**src/rtl/floor_call_panel.sv**
```systemverilog
// floor_call_panel: request-side front end for the four-floor elevator.
// Synchronizes and debounces the raw call buttons and latches presses as
// pending calls. It presents one target floor at a time on F, chosen in SCAN
// order, and retires a call once Q has matched F for ARRIVE_HOLD enabled cycles.
//
// Ports:
//   clk      system clock
//   reset    asynchronous active-high reset
//   en       cycle enable; everything except the synchronizer advances only when set
//   BTN[3:0] raw call buttons, bit i = floor i, asynchronous
//   Q[3:0]   current floor from the elevator, one-hot
//   F[3:0]   registered one-hot floor request (0 = no request)
//   PENDING  registered call-lamp vector
//   BUSY     registered, high while serving or clearing a call
module floor_call_panel #(
  parameter int unsigned DEBOUNCE_CYCLES = 4,
  parameter int unsigned ARRIVE_HOLD     = 3
) (
  input  logic       clk,
  input  logic       reset,
  input  logic       en,
  input  logic [3:0] BTN,
  input  logic [3:0] Q,
  output logic [3:0] F,
  output logic [3:0] PENDING,
  output logic       BUSY
);

  typedef enum logic [1:0] {IDLE, SERVE, CLEAR} state_t;

  // The flip/retire decision is taken on the edge where the count would reach
  // its limit, so compare against limit-1.
  localparam logic [7:0] DB_LAST   = 8'(DEBOUNCE_CYCLES - 1);
  localparam logic [7:0] HOLD_LAST = 8'(ARRIVE_HOLD - 1);

  logic [3:0]      sync1_q, sync2_q;
  logic [3:0]      stable_q, stable_d;
  logic [3:0]      press_q, press_d;
  logic [3:0][7:0] cnt_q, cnt_d;
  state_t          state_q, state_d;
  logic            dir_q, dir_d;
  logic [7:0]      hold_q, hold_d;
  logic [3:0]      pend_q, pend_d;
  logic [3:0]      f_q, f_d;
  logic            busy_q, busy_d;

  // Debouncers: one counter and stable level per button.
  always_comb begin
    stable_d = stable_q;
    cnt_d    = cnt_q;
    press_d  = '0;
    for (int unsigned i = 0; i < 4; i++) begin
      if (sync2_q[i] != stable_q[i]) begin
        if (cnt_q[i] == DB_LAST) begin
          stable_d[i] = sync2_q[i];
          cnt_d[i]    = '0;
          press_d[i]  = sync2_q[i];
        end else begin
          cnt_d[i] = cnt_q[i] + 8'd1;
        end
      end else begin
        cnt_d[i] = '0;
      end
    end
  end

  // Call latching, target selection and retirement.
  logic        q_valid;
  int unsigned c_idx;
  logic [3:0]  above, below, ge, le;
  logic [3:0]  lo_above, lo_ge, hi_below, hi_le;
  logic [3:0]  drop;

  always_comb begin
    q_valid = (Q != '0) && ((Q & (Q - 4'd1)) == '0);
    c_idx   = 0;
    for (int unsigned i = 0; i < 4; i++) begin
      if (Q[i]) c_idx = i;
    end

    above = '0;
    below = '0;
    for (int unsigned i = 0; i < 4; i++) begin
      above[i] = pend_q[i] && (i > c_idx);
      below[i] = pend_q[i] && (i < c_idx);
    end
    // Calls at the current floor are only reached when nothing lies strictly
    // on either side; they are then served in place.
    ge = above | (pend_q & Q);
    le = below | (pend_q & Q);

    lo_above = above & (~above + 4'd1);
    lo_ge    = ge & (~ge + 4'd1);
    hi_below = '0;
    hi_le    = '0;
    for (int unsigned i = 0; i < 4; i++) begin
      if (below[i]) begin
        hi_below    = '0;
        hi_below[i] = 1'b1;
      end
      if (le[i]) begin
        hi_le    = '0;
        hi_le[i] = 1'b1;
      end
    end

    // Presses at the floor the car is already at are discarded.
    drop = '0;
    if (state_q == IDLE && q_valid) drop = Q;
    if (state_q == CLEAR)           drop = f_q;

    state_d = state_q;
    dir_d   = dir_q;
    hold_d  = hold_q;
    f_d     = f_q;
    pend_d  = pend_q | (press_q & ~drop);
    busy_d  = (state_q != IDLE);

    case (state_q)
      IDLE: begin
        f_d    = '0;
        hold_d = '0;
        if (pend_q != '0 && q_valid) begin
          state_d = SERVE;
          if (dir_q) begin
            if (above != '0) begin
              f_d = lo_above;
            end else if (below != '0) begin
              f_d   = hi_below;
              dir_d = 1'b0;
            end else begin
              f_d   = lo_ge;
              dir_d = 1'b1;
            end
          end else begin
            if (below != '0) begin
              f_d = hi_below;
            end else if (above != '0) begin
              f_d   = lo_above;
              dir_d = 1'b1;
            end else begin
              f_d   = hi_le;
              dir_d = 1'b0;
            end
          end
        end
      end
      SERVE: begin
        if (Q == f_q) begin
          if (hold_q == HOLD_LAST) begin
            hold_d  = '0;
            state_d = CLEAR;
          end else begin
            hold_d = hold_q + 8'd1;
          end
        end else begin
          hold_d = '0;
        end
      end
      CLEAR: begin
        pend_d  = pend_d & ~f_q;
        f_d     = '0;
        hold_d  = '0;
        state_d = IDLE;
      end
      default: begin
        state_d = IDLE;
        f_d     = '0;
      end
    endcase
  end

  always_ff @(posedge clk or posedge reset) begin
    if (reset) begin
      sync1_q  <= '0;
      sync2_q  <= '0;
      stable_q <= '0;
      press_q  <= '0;
      cnt_q    <= '0;
      state_q  <= IDLE;
      dir_q    <= 1'b1;
      hold_q   <= '0;
      pend_q   <= '0;
      f_q      <= '0;
      busy_q   <= 1'b0;
    end else begin
      sync1_q <= BTN;
      sync2_q <= sync1_q;
      if (en) begin
        stable_q <= stable_d;
        press_q  <= press_d;
        cnt_q    <= cnt_d;
        state_q  <= state_d;
        dir_q    <= dir_d;
        hold_q   <= hold_d;
        pend_q   <= pend_d;
        f_q      <= f_d;
        busy_q   <= busy_d;
      end
    end
  end

  assign F       = f_q;
  assign PENDING = pend_q;
  assign BUSY    = busy_q;

endmodule
```
**config.mk**
```make
export PLATFORM = sky130hd
export DESIGN_NAME = floor_call_panel
export DESIGN_NICKNAME = d
export VERILOG_FILES = /design/src/rtl/floor_call_panel.sv
export SDC_FILE = /design/constraint.sdc
export NUM_CORES = 1
export LEC_CHECK = 0
export BUFFER_PORTS_ARGS = -buffer_cell sky130_fd_sc_hd__buf_2
export CORE_UTILIZATION = 40
export CTS_CLUSTER_DIAMETER = 200
export DETAILED_ROUTE_END_ITERATION = 10
export PLACE_DENSITY = 0.61
export SYNTH_ARGS = -nofsm -noshare
export SYNTH_HDL_FRONTEND = slang
export SYNTH_SLANG_ARGS = --single-unit
export TNS_END_PERCENT = 10
```
**constraint.sdc**
```tcl
create_clock -name clk -period 1.8 [get_ports clk]
set_input_delay 0.09 -clock clk [delete_from_list [all_inputs] [get_ports clk]]
set_output_delay 0.09 -clock clk [all_outputs]
set_load 0.01 [all_outputs]
```
# Word level (Yosys, flattened, before mapping)
# Index checks and enable logic that the tools add are counted.
# op_classes
n_addsub,8
order_cmp,8
n_eq_ne,15
n_mux,49
bitwise,14
reduce_logical,28
# op_table
operator,count
$mux W8,10
$gt A1 B32 Y1 const A,2
$gt A2 B32 Y1 const A,2
$lt A1 B32 Y1 const A,2
$lt A2 B32 Y1 const A,2
$mux W32,2
$mux W4,15
$add A8 B1 Y8 const B,5
$eq A8 B2 Y1 const B,5
$and A4 B4 Y4,6
$mux W1,16
$not A4 Y4,4
$pmux W8 S2,1
$reduce_bool A4 Y1,4
$reduce_and A3 Y1,5
$or A4 B4 Y4,3
$logic_and A1 B1 Y1,11
$add A4 B1 Y4 const B,2
$pmux W4 S2,1
$mux W2,3
$eq A4 B4 Y1,1
$logic_not A4 Y1,1
$ne A1 B1 Y1,4
$ne A2 B2 Y1 const B,2
other kinds (11),13
# totals
register_bits,68
in_bits,11
out_inout_bits,9
wordCells,139

# Depth between registers and ports, before layout
# Gate-level depths: netlist of run 1.
# depth
depth_word,15
mapped_depth,7
mapped_depth_nobuf,7

# Worst setup path before layout of run 1
# OpenSTA, ideal clock, no wires.
# synth_timing
path_type,register to register
startpoint,reg hold_q[0]
endpoint,reg hold_q[3]
setup_ns,0.121
t_arrival_ns,1.788
required_ns,1.679
path_slack_ns,-0.109
path_stages_with_launch,8
path_buffers,0
period_less_slack_ns,1.909
cell_sequence,dfrtp_1 -> inv_1 -> ha_1 -> or4b_1 -> o41a_1 -> nand2_4 -> o21ai_1 -> a22o_1
# synth_via
elab_chain_cells,4
elab_cells_between_ends,5
cone_classes,1 x add/sub; 1 x eq/ne; 3 x mux
# synth_lines
element,line,text
"start, declared",42,"logic [7:0] hold_q, hold_d;"
"start signal, assigned",195,hold_q <= hold_d;
$add A8 B1 Y8 / $eq A8 B2 Y1 (equally long branches),"154, 150",
$mux W8 *,150,if (hold_q == HOLD_LAST) begin
$mux W8 *,149,if (Q == f_q) begin
$pmux W8 S2 *,119,case (state_q)
# Mark *: on every way between the ends. The rest lies on a longest branch, timed or not.
# A chain may end at the register's enable or synchronous reset.

# Worst setup path after layout of run 1
# layout_timing
startpoint,reg cnt_q[9] (netlist bit)
endpoint,reg cnt_q[14] (netlist bit)
# layout_via
elab_chain_cells,3
elab_cells_between_ends,4
cone_classes,1 x add/sub; 1 x eq/ne; 2 x mux
# layout_lines
element,line,text
"start, declared",39,"logic [3:0][7:0] cnt_q, cnt_d;"
"start signal, assigned",192,cnt_q <= cnt_d;
$add A8 B1 Y8 / $eq A8 B2 Y1 (equally long branches),"59, 54",
$mux W8 *,54,if (cnt_q[i] == DB_LAST) begin
$mux W8 *,53,if (sync2_q[i] != stable_q[i]) begin
# Marks and branches as above.

==> results of run 1 <==
==> timing repair <==
action / 4_1_cts / 5_1_grt
cloned: 0 / 1
hold endpoints to repair: 24 / 0
pin swaps: 10 / 19
resized for setup: 10 / 21
buffers inserted: 2 / 3
endpoints found under the setup margin: 31 / 41
hold buffers: 5 / 0
==> registers in the layout, indices dropped and copies added, names as in the netlist, 4 cells and up <==
| name | cells |
|---|---|
| stable_q | 4 |
| hold_q | 8 |
| F | 4 |
| cnt_q | 32 |
| press_q | 4 |
| PENDING | 4 |
| sync1_q | 4 |
| sync2_q | 4 |
==> how the worst max path moves through the flow <==
stage	slack (ps)	from	cells past startpoint	end
2_1_floorplan	-110	hold_q[0]	7	hold_q[3]
3_3_place_gp	-110	hold_q[0]	7	hold_q[5]
3_5_place_dp	-190	cnt_q[8]	6	cnt_q[14]
4_1_cts	-180	hold_q[0]	7	hold_q[3]
5_1_grt	-250	cnt_q[9]	6	cnt_q[14]
6_report	-150	cnt_q[9]	6	cnt_q[14]
==> synthesized netlist by cell type (2+ instances only) <==
master and n:
sky130_fd_sc_hd__mux2_2 3, sky130_fd_sc_hd__o31ai_1 10, sky130_fd_sc_hd__xor2_1 10, sky130_fd_sc_hd__or3_1 3
sky130_fd_sc_hd__a211o_1 2, sky130_fd_sc_hd__nor4_1 2, sky130_fd_sc_hd__nand3_1 14, sky130_fd_sc_hd__buf_4 2
sky130_fd_sc_hd__a21o_1 12, sky130_fd_sc_hd__a31oi_1 5, sky130_fd_sc_hd__and2_1 2, sky130_fd_sc_hd__nand2b_1 9
sky130_fd_sc_hd__o2bb2ai_1 13, sky130_fd_sc_hd__dfrtp_1 67, sky130_fd_sc_hd__o21ai_1 5, sky130_fd_sc_hd__inv_1 13
sky130_fd_sc_hd__clkbuf_1 14, sky130_fd_sc_hd__or4b_1 3, sky130_fd_sc_hd__o21ai_0 24, sky130_fd_sc_hd__or2_2 4
sky130_fd_sc_hd__o22ai_1 3, sky130_fd_sc_hd__nand2_1 30, sky130_fd_sc_hd__ha_1 6, sky130_fd_sc_hd__nor4_2 4
sky130_fd_sc_hd__a21oi_1 12, sky130_fd_sc_hd__mux2i_1 5, sky130_fd_sc_hd__and3_1 17, sky130_fd_sc_hd__buf_1 2
sky130_fd_sc_hd__o41ai_1 4, sky130_fd_sc_hd__nor3_1 5, sky130_fd_sc_hd__a22o_1 7, sky130_fd_sc_hd__nand4_1 2
sky130_fd_sc_hd__a32o_1 3, sky130_fd_sc_hd__nor2_1 17, sky130_fd_sc_hd__nor2b_1 5, sky130_fd_sc_hd__o21bai_1 2
sky130_fd_sc_hd__a22oi_1 2, sky130_fd_sc_hd__nor3b_1 8, sky130_fd_sc_hd__xnor2_1 8
==> power by group through the flow <==
stage	logic (mW)	clock network [mW]	registers, mW
2_1_floorplan	1.23	0	2.05
3_3_place_gp	1.96	0	2.05
3_5_place_dp	2.00	0	2.06
4_1_cts	2.06	1.26	2.03
5_1_grt	2.41	1.32	2.08
6_report	2.17	1.21	2.05
==> area by class of cell <==
| type | instances | area (sq um) |
|---|---|---|
| Inverter | 13 | 48.8 |
| Fill cell | 821 | 4180 |
| Clock buffer | 13 | 149 |
| Sequential cell | 68 | 1700 |
| Clock inverter | 2 | 35.0 |
| Tap cell | 108 | 135 |
| Multi-Input combinational cell | 278 | 2000 |
| Timing Repair Buffer | 79 | 594 |
==> cells in the final DEF, fill, tap and decap left out, types with 4 or more instances in the layout <==
cell                            Yosys  layout
sky130_fd_sc_hd__a21o_1            12      12
sky130_fd_sc_hd__buf_4              2      50
sky130_fd_sc_hd__a21oi_1           12      12
sky130_fd_sc_hd__nor2_1            17      15
sky130_fd_sc_hd__o21ai_2            0       4
sky130_fd_sc_hd__nor3_1             5       5
sky130_fd_sc_hd__nor3b_1            8       8
sky130_fd_sc_hd__xor2_1            10      10
sky130_fd_sc_hd__o21ai_0           24      21
sky130_fd_sc_hd__nand2_1           30      29
sky130_fd_sc_hd__or2_2              4       4
sky130_fd_sc_hd__nor2b_1            5       5
sky130_fd_sc_hd__dfrtp_1           67      67
sky130_fd_sc_hd__clkbuf_8           0      10
sky130_fd_sc_hd__o2bb2ai_1         13      11
sky130_fd_sc_hd__mux2i_1            5       5
sky130_fd_sc_hd__xnor2_1            8       8
sky130_fd_sc_hd__dlygate4sd3_1      0       5
sky130_fd_sc_hd__inv_1             13      11
sky130_fd_sc_hd__a22o_1             7       7
sky130_fd_sc_hd__buf_2              1      19
sky130_fd_sc_hd__and3_1            17      17
sky130_fd_sc_hd__a31oi_1            5       5
sky130_fd_sc_hd__or4b_4             1       4
sky130_fd_sc_hd__o21ai_1            5       4
sky130_fd_sc_hd__o31ai_1           10      10
sky130_fd_sc_hd__nand2b_1           9       9
sky130_fd_sc_hd__or3_4              0       4
sky130_fd_sc_hd__o41ai_1            4       4
sky130_fd_sc_hd__nand3_1           14      14
==> per-stage QoR <==
step                      cells  worst slack (ps)  setup TNS (ps)
after global placement      535              -111            -697
final                       561              -153           -1270
after detailed placement    535              -186           -1990
after CTS                   557              -177           -1250
after global routing        561              -253           -3580
after floorplan             378              -109            -739
==> layer usage <==
layer  up-vias  track usage, %  part of all wire (%)
met1      1548            24.4                    46
met4         0            7.12                   1.1
li1       1542               -                     -
met5         -               0                     0
met2        73            29.5                    48
met3        10            2.77                   4.2
==> kinds of logic (layout without fill, tap and decap cells) <==
group                      count (synthesis)  after routing
AOI/OAI and AO/OA                        115            115
xor gates and xnor gates                  18             18
adders and majority gates                  6              6
buffers and inverters                     33            107
DFF                                       68             68
muxes                                      8              8
and+or+nand+nor                          130            131
==> critical path, cell delays in order, from the launching register on <==
cell                      delay [ps]
sky130_fd_sc_hd__dfrtp_1         400
sky130_fd_sc_hd__ha_4            160
sky130_fd_sc_hd__or4b_4          470
sky130_fd_sc_hd__nor4_4          290
sky130_fd_sc_hd__or3_4           230
sky130_fd_sc_hd__nor2_2           40
sky130_fd_sc_hd__a211o_1         250
==> results.ini, run 1 <==
[outcome]
status=finished with violations
failed_checks=design-rule violations, negative setup slack

[routing]
detailed_route_wire_length_per_cell_um=14.7
wl_um=8260
viasPerCell=5.66
drtIter0Drc=177
drc=3
number_of_vias_after_detailed_routing=3173
dr.pass1.iters=7
antenna_left=0

[final_layout]
post_route_cell_area_sq_um=4670
area_growth_syn_to_layout_pct=25.3
post-route-util_pct=52.8
layout_cells_sized_above_1_pct=28.0
num-nets-final=466
antenna-diode-count=0

[synthesis]
synth-simple-area-share_pct=20.1
postSynthNetCount=395
synth_area_per_cell_sq_um=9.86
largest_cells_by_area_after_synthesis=sky130_fd_sc_hd__dfrtp_1, sky130_fd_sc_hd__o21ai_0, sky130_fd_sc_hd__o2bb2ai_1
synth_edf_count=0
synth_adder_area_share_pct=2.01
post_synth_mux_area_share_pct=2.25
combinational_family_with_the_most_area_after_synthesis=compound AO/OA/AOI/OAI gates
post_synth_xor_area_fraction_pct=4.23
yosys_register_bits=68
synth_compound_area_share_pct=22.0
synth-warning-count=0
synth-main-ff-cell=sky130_fd_sc_hd__dfrtp_1
cell_taking_the_most_area_after_synthesis=sky130_fd_sc_hd__dfrtp_1
synth_seq_area_share_pct=45.7
ys_async_sr_fraction_pct=100
post_synth_num_cell_types=58
area_fraction_of_the_dominant_cell_type_after_synthesis_pct=45.0
synth_cells=378
synthesis.area_sq_um=3730

[sta]
timing_hold_violations_final=0
fmax_mhz=512
timing_max_transition_violations_final=0
finalWorstSetupSlack_ps=-153
finalHoldWorstSlack_ps=210
maxSlewHeadroom_pct=65.2
report.final.setup_viol=16
fin_crit_sh_pct=108
grt_setup_unrepaired=true
worst_slew_pin_slew_ps=521
clock_skew_ps=8.27
timing.final.crit_period_ps=1950

[clock_network]
clkSinkCount=68
number_of_buffers_created_by_cts=9
cts_tree=done
clk_latency_ps=340
h-tree-depth=3
clk_pin_slew_worst_paths_ps=70
ctsRootBufferMaster=sky130_fd_sc_hd__clkbuf_8
cts_buffer_depth=2

[placed_design]
io_buffer_count=19
detailed_place_hpwl_um=5730
place_area_sq_um=4270
place.gp.congestion=0.869

[global_route]
grt_max_degree=49
antenna_found_initial=0
via_count_of_the_first_global_routing_pass=3093
globalRoute.totalOverflow=0
grt.total_usage_pct=18.1
grt_first_pass_wirelength_um=14200

[power]
cell_internal_pwr_mw=3.57
total_switching_power_mw=1.86
power_density_over_the_cells_nw_per_um2=1160
power_frac_seq_pct=37.7
share_comb_of_total_power_pct=40.0
irDropWorstVdd_mv=0.508
clkPwrFrac_pct=22.3
finalPower_mw=5.43
p_sw_share_pct=34.3
cellLeakagePower_nw=2.20

[die]
design.core.area_sq_um=8850
die_x_um=98.5
initial_cell_density_of_the_core_pct=42.1
floorplan.die_area_sq_um=9710
die_height_um=98.5
pin_count=20
placementRows=34

[hold_path]
timing.hold.worst_path_depth=3
hold_path.class=input port to register
min_from=en
min_delay_worst_endpoint=cnt_q[8]

[setup_path]
startpoint_type=register
cp.arrival_ps=2170
worstPathRequired_ps=2020
rr_worst_depth=6
timing_worst_setup_path_type=register to register
regToRegSetupSlack_ps=-150
crit_path_max_fanout=5
regToRegStartpoint=cnt_q[9]
rr_endpoint=cnt_q[14]
end_kind=register

[flow_run]
cap_violations=0

(Power assumes the default switching activity.)
==> inputs of run 2 (changes only) <==
--- a/config.mk
+++ b/config.mk
@@ -5,6 +5,7 @@
 export SDC_FILE = /design/constraint.sdc
 export NUM_CORES = 1
 export LEC_CHECK = 0
+export ABC_AREA = 1
 export BUFFER_PORTS_ARGS = -buffer_cell sky130_fd_sc_hd__buf_2
 export CORE_UTILIZATION = 40
 export CTS_CLUSTER_DIAMETER = 200
==> run 2 against run 1 <==
Largest power group is now sequential cells. Sequential share of layout area rose by 3.4 points. Largest cell class unchanged. Synthesized cell count rose by 28%. The flow now finishes without violations. Hold slack got worse by 71 ps. Critical endpoint is now cnt_q[31].
==> results.ini, run 2 <==
[outcome]
status=finished clean

[final_layout]
largest_register_ffs=32  ; unchanged
layout.cells.non_filler=629  ; +12%
reg.largest.list=cnt_q: 32 flops, hold_q: 8 flops
multi_input_comb_area_sq_um=1780  ; -11%
layout_cells_sized_above_1_pct=12.9  ; -15 points
regMostFlops=cnt_q
filler_cell_count=897  ; +9.3%
area_growth_syn_to_layout_pct=13.3
final_cell_mix=sky130_fd_sc_hd__nand2_1, sky130_fd_sc_hd__dfrtp_1, sky130_fd_sc_hd__inv_1
final_common_cell=sky130_fd_sc_hd__nand2_1
antenna-diode-count=0  ; unchanged
sequential_cell_area_sq_um=1700  ; unchanged
num-nets-final=530  ; +14%

[synthesis]
cell_taking_the_most_area_after_synthesis=sky130_fd_sc_hd__dfrtp_1
largest_cells_by_area_after_synthesis=sky130_fd_sc_hd__dfrtp_1, sky130_fd_sc_hd__nand2_1, sky130_fd_sc_hd__nand3_1
synth-warning-count=0  ; unchanged
synth_most_common_cell=sky130_fd_sc_hd__nand2_1
synth_seq_area_share_pct=45.2  ; -0.46 points
synthesis.area_sq_um=3760  ; +1.0%
synth_cells=483  ; +28%
post_synth_num_cell_types=33  ; -43%
synth.top_cells.by_count=sky130_fd_sc_hd__nand2_1, sky130_fd_sc_hd__dfrtp_1, sky130_fd_sc_hd__inv_1
synth-main-ff-cell=sky130_fd_sc_hd__dfrtp_1
ys_async_sr_fraction_pct=100  ; unchanged
area_fraction_of_the_dominant_cell_type_after_synthesis_pct=44.5  ; -0.45 points
yosys_register_bits=68  ; unchanged
synth_edf_count=0  ; unchanged
postSynthNetCount=500  ; +27%
synth_area_per_cell_sq_um=7.79  ; -21%

[hold_path]
timing.hold.worst_path_depth=4  ; +1
min_from=Q[1]
hold_path.class=input port to register
min_delay_worst_endpoint=PENDING[1]

[setup_path]
crit_path_max_incr_delay_ps=380  ; -90 ps
crit_chain=ha_1, nand3_1, o21ai_1, inv_1, nand3_1, o21ai_0
regToRegStartpoint=cnt_q[24]
worstPathRequired_ps=2010  ; about the same
crit_path_max_fanout=5  ; unchanged
rr_endpoint=cnt_q[31]
rr_worst_depth=6  ; unchanged
startpoint_type=register
critical-path-top-cell-by-count=sky130_fd_sc_hd__nand3_1
critPathBufInv=1  ; +1
end_kind=register
regToRegSetupSlack_ps=310  ; +470 ps
critical_path.top_delay_family=flip-flops
timing_worst_setup_path_type=register to register
critical_path.slowest_cell=sky130_fd_sc_hd__dfrtp_1
cp.arrival_ps=1700  ; -470 ps

[clock_network]
postCtsSetupBuffers=0  ; -2
clkSinkCount=68  ; unchanged
clk_latency_ps=350  ; about the same
h-tree-depth=3  ; unchanged
number_of_buffers_created_by_cts=9  ; unchanged
cts_tree=done
clk_pin_slew_worst_paths_ps=80  ; about the same
ctsRootBufferMaster=sky130_fd_sc_hd__clkbuf_8
cts_buffer_depth=2  ; unchanged

[routing]
drc=0  ; -3
dr.pass1.iters=4  ; -3
detailed_route_wire_length_per_cell_um=12.6  ; -14%
wl_um=7940  ; -3.9%
drtIter0Drc=171  ; -3.4%
viasPerCell=5.11  ; -9.7%
antenna_left=0  ; unchanged
number_of_vias_after_detailed_routing=3214  ; +1.3%

[die]
pin_count=20  ; unchanged
design.core.area_sq_um=9200  ; +3.9%
placementRows=35  ; +2.9%
die_x_um=99  ; +0.49%
die_height_um=99  ; +0.49%
initial_cell_density_of_the_core_pct=40.9  ; -1.2 points
floorplan.die_area_sq_um=9800  ; +0.99%

[sta]
fmax_mhz=673  ; +31%
report.final.setup_viol=0  ; -16
worst_slew_pin_slew_ps=436  ; -85.7 ps
clock_skew_ps=12.6  ; +4.34 ps
timing.final.crit_period_ps=1490  ; -468 ps
timing_hold_violations_final=0  ; unchanged
grt_setup_unrepaired=false
timing.setup.tns_ps=0  ; +1270 ps
fin_crit_sh_pct=82.5  ; -26 points
timing_max_transition_violations_final=0  ; unchanged
maxSlewHeadroom_pct=71.0  ; +5.7 points

[power]
irDropWorstVdd_mv=0.629  ; +24%
power_density_over_the_cells_nw_per_um2=1130  ; -3.1%
cellLeakagePower_nw=2.03  ; -7.4%

[global_route]
grt.total_usage_pct=18.0  ; -0.10 points
globalRoute.totalOverflow=0  ; unchanged
grt.met1_usage_pct=23.8  ; -0.60 points
antenna_found_initial=0  ; unchanged
top_usage_layer=met2
use_met2_pct=29.8  ; +0.33 points
via_count_of_the_first_global_routing_pass=3091  ; -0.065%
grt_max_degree=69  ; +41%
grt_first_pass_wirelength_um=14100  ; -1.0%
global_route.usage.met3_pct=2.84  ; +0.071 points

[placed_design]
detailed_place_hpwl_um=5630  ; -1.9%
io_buffer_count=19  ; unchanged
place.gp.congestion=0.829  ; -4.6%
placed_cells=608  ; +14%

[flow_run]
cap_violations=0  ; unchanged

run 2: routing by layer:
metal	routed length (um)	vias to the layer above	share of wire [%]
met3	196	6	2.5
met4	89	0	1.1
met1	3790	1514	48
li1	-	1642	-
met5	0	-	0
met2	3870	52	49
run 2: how the worst max path moves through the flow:
stage | cells after the start | to | startpoint
2_1_floorplan | 1 | BUSY | reset
3_3_place_gp | 7 | F[2] | state_q[0]
3_5_place_dp | 6 | cnt_q[31] | cnt_q[24]
4_1_cts | 6 | cnt_q[31] | cnt_q[24]
5_1_grt | 6 | cnt_q[31] | cnt_q[24]
6_report | 6 | cnt_q[31] | cnt_q[24]
run 2: through the flow:
stage | hold slack (ps) | power [mW] | setup slack, ps | instance area, sq um | utilization (%)
2_1_floorplan | 121 | 3.03 | 0.145 | 3760 | -
3_5_place_dp | 196 | 3.36 | 300 | 3980 | 43.3
3_3_place_gp | 194 | 3.30 | 367 | 3980 | 43.3
6_report | 139 | 4.81 | 315 | 4270 | 46.4
5_1_grt | 184 | 5.13 | 108 | 4270 | 46.4
4_1_cts | 127 | 4.86 | 286 | 4270 | 46.4
run 2: repair_timing:
item	4_1_cts	5_1_grt
resized for setup	0	0
hold endpoints to repair	71	0
hold buffers	5	0
run 2: power by group:
part / switching (mW) / internal, mW / leakage (nW)
Clock: 0.614 / 0.861 / 0.120
Sequential: 0.316 / 1.79 / 0.890
Combinational: 0.776 / 0.455 / 1.02
run 2: cell type report:
| type | count | area share (%) |
|---|---|---|
| clock buffers | 11 | 3.55 |
| clock inverters | 5 | 1.94 |
| multi-input cells | 348 | 41.8 |
| flip-flops and latches | 68 | 39.9 |
| inverters | 58 | 5.10 |
| well taps | 111 | 3.26 |
| repair buffers | 28 | 4.40 |
run 2: cells by family (layout without fill, tap and decap cells):
logic type | after synthesis | after routing | synth area share (%)
AO/OA/AOI/OAI | 73 | 73 | 10.9
XOR/XNOR | 15 | 15 | 3.49
adder cells (fa/ha/maj) | 6 | 6 | 1.99
buffers and inverters | 67 | 102 | 7.35
flip-flops | 68 | 68 | 45.2
AND/OR/NAND/NOR | 254 | 254 | 31.1
run 2: tightest hold or removal path: cells and delay by family:
kind                   cells  cell delay, ps
AO/OA/AOI/OAI              1              60
buffers and inverters      1             150
AND/OR/NAND/NOR            2             160
